**src/rtl/ped_req_ctrl.sv**
```systemverilog
// Pedestrian push-button front end: synchronize, debounce, latch a request until the FSM acks it.
// Optional post-ack cooldown lockout is compiled in when PED_REQ_COOLDOWN_EN is defined.
module ped_req_ctrl #(
   parameter int DEBOUNCE_CYCLES = 500000,
   parameter int COOLDOWN_CYCLES = 50000000,
   parameter bit BTN_ACTIVE_LOW  = 1'b1
) (
   input  logic       clk,
   input  logic       rst,
   input  logic       ped_btn,
   input  logic       req_ack,
   output logic       ped_req,
   output logic       btn_db,
   output logic [7:0] press_cnt,
   output logic       busy
);

   localparam int DB_W = $clog2(DEBOUNCE_CYCLES + 1);
   localparam logic [DB_W-1:0] DB_LAST = DB_W'(DEBOUNCE_CYCLES - 1);
   localparam logic REL_LVL = BTN_ACTIVE_LOW;

`ifdef PED_REQ_COOLDOWN_EN
   localparam int CD_W = $clog2(COOLDOWN_CYCLES + 1);
   localparam logic [CD_W-1:0] CD_LAST = CD_W'(COOLDOWN_CYCLES - 1);

   typedef enum logic [1:0] {IDLE, ARMED, COOLDOWN} state_t;

   logic [CD_W-1:0] cd_cnt, cd_nxt;
`else
   typedef enum logic [1:0] {IDLE, ARMED} state_t;
`endif

   state_t state, state_nxt;

   logic sync1, sync2, s;
   logic [DB_W-1:0] db_cnt;
   logic press_evt;
   logic [7:0] cnt_nxt;
   logic req_nxt, busy_nxt;

   // Synchronizer resets to the released pin level so reset never looks like a press.
   always_ff @(posedge clk or posedge rst) begin
      if (rst) begin
         sync1 <= REL_LVL;
         sync2 <= REL_LVL;
      end else begin
         sync1 <= ped_btn;
         sync2 <= sync1;
      end
   end

   assign s = sync2 ^ BTN_ACTIVE_LOW;

   // A new level must persist DEBOUNCE_CYCLES cycles; only the rising update emits a press pulse.
   always_ff @(posedge clk or posedge rst) begin
      if (rst) begin
         db_cnt    <= '0;
         btn_db    <= 1'b0;
         press_evt <= 1'b0;
      end else begin
         press_evt <= 1'b0;
         if (s != btn_db) begin
            if (db_cnt == DB_LAST) begin
               btn_db    <= s;
               db_cnt    <= '0;
               press_evt <= s;
            end else begin
               db_cnt <= db_cnt + DB_W'(1);
            end
         end else begin
            db_cnt <= '0;
         end
      end
   end

   always_ff @(posedge clk or posedge rst) begin
      if (rst) begin
         state     <= IDLE;
         press_cnt <= 8'd0;
         ped_req   <= 1'b0;
         busy      <= 1'b0;
`ifdef PED_REQ_COOLDOWN_EN
         cd_cnt    <= '0;
`endif
      end else begin
         state     <= state_nxt;
         press_cnt <= cnt_nxt;
         ped_req   <= req_nxt;
         busy      <= busy_nxt;
`ifdef PED_REQ_COOLDOWN_EN
         cd_cnt    <= cd_nxt;
`endif
      end
   end

   // Ack takes priority over a coincident press in ARMED; outputs are decoded from the next state.
   always_comb begin
      state_nxt = state;
      cnt_nxt   = press_cnt;
`ifdef PED_REQ_COOLDOWN_EN
      cd_nxt    = cd_cnt;
`endif
      case (state)
         IDLE: begin
            if (press_evt) begin
               state_nxt = ARMED;
               if (press_cnt != 8'hFF) cnt_nxt = press_cnt + 8'd1;
            end
         end
         ARMED: begin
            if (req_ack) begin
`ifdef PED_REQ_COOLDOWN_EN
               state_nxt = COOLDOWN;
               cd_nxt    = CD_LAST;
`else
               state_nxt = IDLE;
`endif
            end
         end
`ifdef PED_REQ_COOLDOWN_EN
         COOLDOWN: begin
            if (cd_cnt == '0) state_nxt = IDLE;
            else cd_nxt = cd_cnt - CD_W'(1);
         end
`endif
         default: state_nxt = IDLE;
      endcase
      req_nxt  = (state_nxt == ARMED);
      busy_nxt = (state_nxt != IDLE);
   end

endmodule

```
**config.mk**
```make
export PLATFORM = sky130hd
export DESIGN_NAME = ped_req_ctrl
export DESIGN_NICKNAME = d
export VERILOG_FILES = /design/src/rtl/ped_req_ctrl.sv
export SDC_FILE = /design/constraint.sdc
export NUM_CORES = 1
export LEC_CHECK = 0
export ABC_AREA = 1
export CAP_MARGIN = 20
export CELL_PAD_IN_SITES_DETAIL_PLACEMENT = 1
export CELL_PAD_IN_SITES_GLOBAL_PLACEMENT = 1
export CORE_MARGIN = 10
export CORE_UTILIZATION = 38
export CTS_BUF_LIST = sky130_fd_sc_hd__clkbuf_4 sky130_fd_sc_hd__clkbuf_8 sky130_fd_sc_hd__clkbuf_16
export CTS_CLUSTER_SIZE = 25
export DETAILED_ROUTE_END_ITERATION = 12
export GPL_TIMING_DRIVEN = 1
export HOLD_SLACK_MARGIN = 0.12
export PLACE_DENSITY = 0.75
export SYNTH_ARGS = -nofsm -noshare
export SYNTH_HDL_FRONTEND = slang
export SYNTH_SLANG_ARGS = --single-unit
```
**constraint.sdc**
```tcl
create_clock -name clk -period 1.35 [get_ports clk]
set_input_delay 0.135 -clock clk [delete_from_list [all_inputs] [get_ports clk]]
set_output_delay 0.135 -clock clk [all_outputs]
set_load 0.005 [all_outputs]
```
==> flow_summary_export.csv, run 1 <==
group,metric,value,unit
synthesis,yosysWarnings,0,
power,comb_power_share,4.9,%
route,vias,1682,
placed_design,dp_cells,334,
placed_design,dpl.hpwl,3.596,mm
finish,drive_gt1_share,29.07,%
floorplanning,die_w,89.74,µm
synthesis,synth_seq_cells,35,
clocking,cts_sinks,35,
power,swShare,21.38,%
global_route,grt_pass1_wl,8.487,mm
clocking,holdBufCountCts,0,
worst_setup_path,crit_path_end_kind,"register",
finish,final_nets,294,
route,final_antenna_net_count,0,
floorplanning,fp.dieArea,8052,µm²
power,seq_power_share,49.6,%
power,p_leak,0.001233,µW
floorplanning,fp.dieH,89.74,µm
finish,final_cell_count_no_fill,356,
synthesis,synth_area_per_cell,7.831,µm²
finish,antenna_cells,0,
global_route,grt_pass1_vias,1802,
finish,area_growth,38.19,%
finish,post-route-cell-area,2554,µm²
floorplanning,core_area,4723,µm²
timing,min_period,1364,ps
timing,finalSetupViolations,6,
floorplanning,rows,25,
worst_setup_path,r2r-end,"db_cnt[14]",
power,pwr_density_cell,851.4,nW/µm²
synthesis,syn-cell-area,1848,µm²
synthesis,ys_types,26,
placed_design,gp_congestion,0.8228,
worst_setup_path,worstPathRequired,1530,ps
global_route,grt_max_degree,36,
floorplanning,io_pins,15,
hold_path,hold_path.class,"in -> async",
power,netSwitchingPower,464.8,µW
synthesis,synthesis.nets,242,
power,ir_worst_vdd,0.3431,mV
power,intPower,1710,µW
route,drt_wl_total,5.240,mm
floorplanning,start_util,39.13,%
timing,setup_ws,-14.41,ps
worst_setup_path,critical_path_class,"reg -> reg",
worst_setup_path,path_max_fanout,6,
timing,finalClockSkew,8.975,ps
timing,finalCritPeriodShare,101.1,%
clocking,tritoncts,"done",
route,drtPass1Iterations,4,
clocking,htreeDepth,2,
worst_setup_path,r2r_slack,-10,ps
timing,hold_viol,0,
synthesis,ys_seq_area_share,47.53,%
placed_design,postPlaceCellArea,2208,µm²
global_route,antenna_found_initial,0,
clocking,clk_pin_slew_worst_paths,80,ps
route,drt_iter0_drc,65,
clocking,clock_path_buffers,2,
clocking,clock_latency,290,ps
timing,fmax,732.9,MHz
route,vias_per_cell,4.725,
route,drc,0,
status,violations,"negative setup slack",
global_route,grt-ovfl-total,0,
global_route,grt_usage,12.49,%
clocking,tritoncts.num_buffers,5,
job,drv_cap,0,
clocking,cts-root-buf,"clkbuf_8",
worst_setup_path,arrival,1540,ps
worst_setup_path,worst_r2r_path_depth,8,
timing,drv_slew,0,
status,status,"finished with violations",
placed_design,pre_cts_slack,-88.01,ps
worst_setup_path,start_kind,"register",
worst_setup_path,rr_startpoint,"db_cnt[1]",
placed_design,port_buffers,14,
route,wire_per_inst,14.72,µm
timing,rsz0062_at_grt,"true",
synthesis,syn_inst,236,
power,clkPwrFrac,45.5,%
[worst max-delay path, cell delays in order, from the launching register on]
cell     delay (ps)
dfrtp_1         420
ha_4            180
nand2_4          50
nor2_4          120
nand3_2         130
nor2_4          180
nor2_4           70
nand2_1          70
nor2_2           30
[synthesized netlist by cell type]
cell | count | share of area, %
nor3b_1 | 2 | 0.81
nand2_2 | 5 | 1.7
ha_1 | 2 | 1.4
nand3_2 | 2 | 1.1
nor2_1 | 46 | 9.3
xnor2_2 | 1 | 0.88
nor3_2 | 1 | 0.54
o21a_1 | 1 | 0.41
nor2_2 | 6 | 2.0
nand2_1 | 66 | 13
inv_2 | 1 | 0.20
dfstp_2 | 2 | 2.8
nor3_1 | 4 | 1.1
o21ai_1 | 1 | 0.27
buf_6 | 1 | 0.61
dfrtp_1 | 33 | 45
nor2_4 | 3 | 1.8
inv_1 | 23 | 4.7
conb_1 | 1 | 0.20
a31oi_1 | 1 | 0.34
xnor2_1 | 5 | 2.4
a21oi_1 | 2 | 0.54
xor2_1 | 6 | 2.8
o21ai_0 | 6 | 1.6
nand4_1 | 4 | 1.4
nand3_1 | 11 | 3.0
[cell type report]
| cell class | instances | area [µm²] |
|---|---|---|
| Clock buffer | 6 | 82.58 |
| Timing Repair Buffer | 46 | 395.4 |
| Clock inverter | 2 | 35.03 |
| Inverter | 24 | 95.09 |
| Fill cell | 571 | 2170 |
| Sequential cell | 35 | 883.3 |
| Tap cell | 67 | 83.83 |
| Multi-Input combinational cell | 176 | 978.4 |
[sequential cells by signal, indices dropped and copies added (netlist names)]
name,count
busy,1
press_cnt,8
state,2
press_evt,1
sync1,1
db_cnt,19
ped_req,1
btn_db,1
sync2,1
[routing by layer]
metal  up-vias  GRT usage [%]  share of wire [%]
li1        838              -                  -
met1       806          14.54                 42
met2        28          22.03                 53
met3        10          3.159                3.9
met4         0          3.369                1.7
met5         -              0                  0
[logic make-up (layout without fill, tap and decap cells)]
logic type	count (synthesis)	in the layout	share of synthesized area, %
AND/OR/NAND/NOR	150	150	36.15
flip-flops	35	35	47.53
buffers and inverters	25	78	5.484
XOR/XNOR	12	12	6.094
AO/OA/AOI/OAI	11	11	3.182
adder cells (fa/ha/maj)	2	2	1.354
other	1	1	0.2029
[power by group through the flow]
stage	combinational, µW	clock, µW	sequential, µW
floorplan	44.5	0	1090
global route	120	1070	1080
detailed placement	87.7	0	1090
finish	106	990	1080
CTS	93.6	1010	1070
global placement	84.0	0	1090
[stage by stage]
stage	TNS [ps]	total power (µW)	hold slack (ps)	util, %
finish	-62.11	2174	189.3	54.07
global route	-1015	2266	226.3	54.07
CTS	-285.2	2175	200.5	50.73
detailed placement	-861.1	1180	350.8	46.76
global placement	-12.49	1175	345.6	46.76
floorplan	0	1135	139.5	-
[timing repair]
action | in CTS | in global routing
setup buffers | 4 | 10
endpoints found under the setup margin | 30 | 27
pin swaps | 3 | 16
endpoints found under the hold margin | 0 | 0
resized for setup | 22 | 27
[worst max path at each step]
stage,startpoint,to
detailed placement,db_cnt[1],db_cnt[10]
global placement,db_cnt[0],db_cnt[14]
floorplan,press_cnt[0],press_cnt[2]
finish,db_cnt[1],db_cnt[14]
global route,db_cnt[9],db_cnt[18]
CTS,db_cnt[1],db_cnt[14]
[placed cells by master, fill, tap and decap left out, drive strengths merged]
cell	count
nand2	71
conb	1
clkdlybuf4s50	7
a21oi	2
dfrtp	33
xor2	6
o21ai	7
nor2	55
a31oi	1
bufinv	1
o21a	1
buf	32
ha	2
clkinv	1
nand4	4
nor3	5
dlygate4sd2	7
nand3	13
nor3b	2
inv	24
clkbuf	6
xnor2	6
dfstp	2
(Power assumes the default switching activity.)
==> run 2, diff against run 1 <==
CORE_MARGIN = default   (was 10)
==> run 2 against run 1 <==
Against the previous run:
- first-iteration DRC count decreased by 32%
- clock-buffer cell count stayed put
- largest power group unchanged
- critical endpoint is now press_cnt[0]
- sequential cell count unchanged
- the run still ends with negative setup slack left
- critical path type unchanged
- register-to-register slack lost 20 ps
- total power fell by 1.0%
==> flow_summary_export.csv, run 2 (synthesis gave the netlist of run 1 again) <==
group,metric,value,unit
global_route,grt_util_met1,26.43,%
global_route,antenna_found_initial,0,
global_route,grt-ovfl-total,0,
power,pwr_density_cell,833.5,nW/µm²
worst_setup_path,rr_startpoint,"press_cnt[1]",
worst_setup_path,path_max_fanout,8,
timing,finalClockSkew,6.678,ps
global_route,grt_pass1_wl,8.349,mm
floorplanning,fp.dieH,71.74,µm
hold_path,hold_path.class,"in -> async",
floorplanning,io_pins,15,
finish,final_cell_mix,"nand2_1 (55), nor2_1 (44), dfrtp_1 (32)",
route,drc,0,
global_route,grt_pass1_vias,1753,
worst_setup_path,crit_path_end_kind,"register",
timing,finalCritPeriodShare,102.8,%
worst_setup_path,critical_path_class,"reg -> reg",
timing,hold_viol,0,
placed_design,gp_congestion,0.7963,
timing,finalSetupViolations,11,
clocking,tritoncts.num_buffers,5,
clocking,tritoncts,"done",
floorplanning,start_util,39.39,%
clocking,cts_sinks,35,
finish,fillers,565,
worst_setup_path,arrival,1560,ps
worst_setup_path,cp_slowest_cell,"dfrtp_1",
worst_setup_path,r2r-end,"press_cnt[0]",
finish,area_growth,39.68,%
global_route,use_met2,37.21,%
clocking,clock_path_buffers,2,
timing,fmax,720.8,MHz
route,vias_per_cell,4.988,
route,drt_wl_total,5.256,mm
global_route,grt_max_degree,36,
timing,rsz0062_at_grt,"true",
finish,top_regs,"db_cnt: 19 flops, press_cnt: 8 flops, state: 2 flops",
worst_setup_path,worstPathCellList,"ha_4 -> nand3_4 -> nor2_4 -> nand2_2 -> nand3_4 -> buf_6 -> xnor2_1",
worst_setup_path,worstPathRequired,1520,ps
clocking,clk_pin_slew_worst_paths,70,ps
power,p_leak,0.001239,µW
placed_design,dpl.hpwl,3.494,mm
floorplanning,die_w,71.74,µm
finish,final_nets,293,
finish,final_util,55.01,%
global_route,busiest_layer,"met2",
clocking,holdBufCountCts,0,
clocking,clock_latency,290,ps
finish,antenna_cells,0,
finish,largest_reg_flops,19,
route,drt_iter0_drc,44,
status,status,"finished with violations",
route,wire_per_inst,15.37,µm
floorplanning,core_area,4692,µm²
worst_setup_path,r2r_slack,-40,ps
worst_setup_path,start_kind,"register",
floorplanning,fp.dieArea,5146,µm²
timing,drv_slew,0,
finish,regMostFlops,"db_cnt",
worst_setup_path,worst_r2r_path_depth,7,
worst_setup_path,crit_top_cell,"nand3_4",
route,final_antenna_net_count,0,
timing,setup_ws,-37.29,ps
placed_design,pre_cts_slack,-134.5,ps
finish,drive_gt1_share,30.21,%
finish,final_cell_count_no_fill,342,
job,drv_cap,0,
worst_setup_path,cpPeakStageDelay,420,ps
placed_design,dp_cells,320,
timing,min_period,1387,ps
clocking,htreeDepth,2,
placed_design,port_buffers,14,
global_route,grt_usage,21.18,%
floorplanning,rows,25,
finish,final_common_cell,"nand2_1",
status,violations,"negative setup slack",
timing,setup-tns-final,-164.4,ps
power,ir_worst_vdd,0.5282,mV
route,vias,1706,
global_route,use_met3,4.219,%
route,drtPass1Iterations,4,
clocking,cts-root-buf,"clkbuf_8",
## run 2: cell count changes in the layout (fill, tap and decap cells not counted), sizes merged
| cell | change |
|---|---|
| buf | -1 |
| clkdlybuf4s50 | +2 |
| dlygate4sd2 | -3 |
| dlymetal6s2s | +1 |
## run 2: how the worst max path moves through the flow
stage,start,endpoint,slack [ps],cells past startpoint
after detailed placement,press_cnt[0],press_cnt[2],-130,8
after global placement,press_cnt[0],press_cnt[2],-130,8
final,press_cnt[1],press_cnt[0],-40,7
after floorplan,press_cnt[0],press_cnt[2],10,8
after CTS,db_cnt[1],db_cnt[12],-9,7
after global routing,db_cnt[1],btn_db,-140,8
## run 2: layer usage
| layer | vias to the layer above | share of wire [%] | wire length, µm |
|---|---|---|---|
| li1 | 834 | - | - |
| met1 | 839 | 44 | 2313 |
| met2 | 22 | 53 | 2776 |
| met3 | 11 | 1.7 | 88 |
| met4 | 0 | 1.5 | 79 |
| met5 | - | 0 | 0 |
## run 2: critical path, delay by kind of cell, from the launching register on
family,cells,cell delay [ps]
DFF,1,420
and+or+nand+nor,4,360
adders and majority gates,1,190
xor gates and xnor gates,1,120
buffers and inverters,1,180
## run 2: cell type report
type                            count  area (µm²)  share of cell area, %
Multi-Input combinational cell    176        1023                  39.65
Sequential cell                    35       879.6                  34.08
Inverter                           24       95.09                  3.684
Clock inverter                      2       35.03                  1.357
Timing Repair Buffer               45       397.9                  15.41
Tap cell                           54       67.56                  2.618
Clock buffer                        6       82.58                  3.199
## run 2: what timing repair did
action                     in CTS  in global routing
resized for setup              17                 37
setup endpoints to repair      26                 25
setup buffers                   8                  6
pin swaps                       3                 13
## run 2: through the flow
step,hold WS [ps],power (µW),cell area [µm²]
final,230.2,2152,2581
after global routing,233.8,2242,2581
after CTS,218.0,2186,2405
after detailed placement,351.3,1187,2185
after global placement,347.0,1185,2185
after floorplan,139.5,1135,1848
## run 2: power breakdown
group	total, µW	internal (µW)	switching (µW)
Clock	979	597	381
Combinational	99.6	43.0	56.7
Sequential	1070	1060	10.5
Total	2150	1700	449
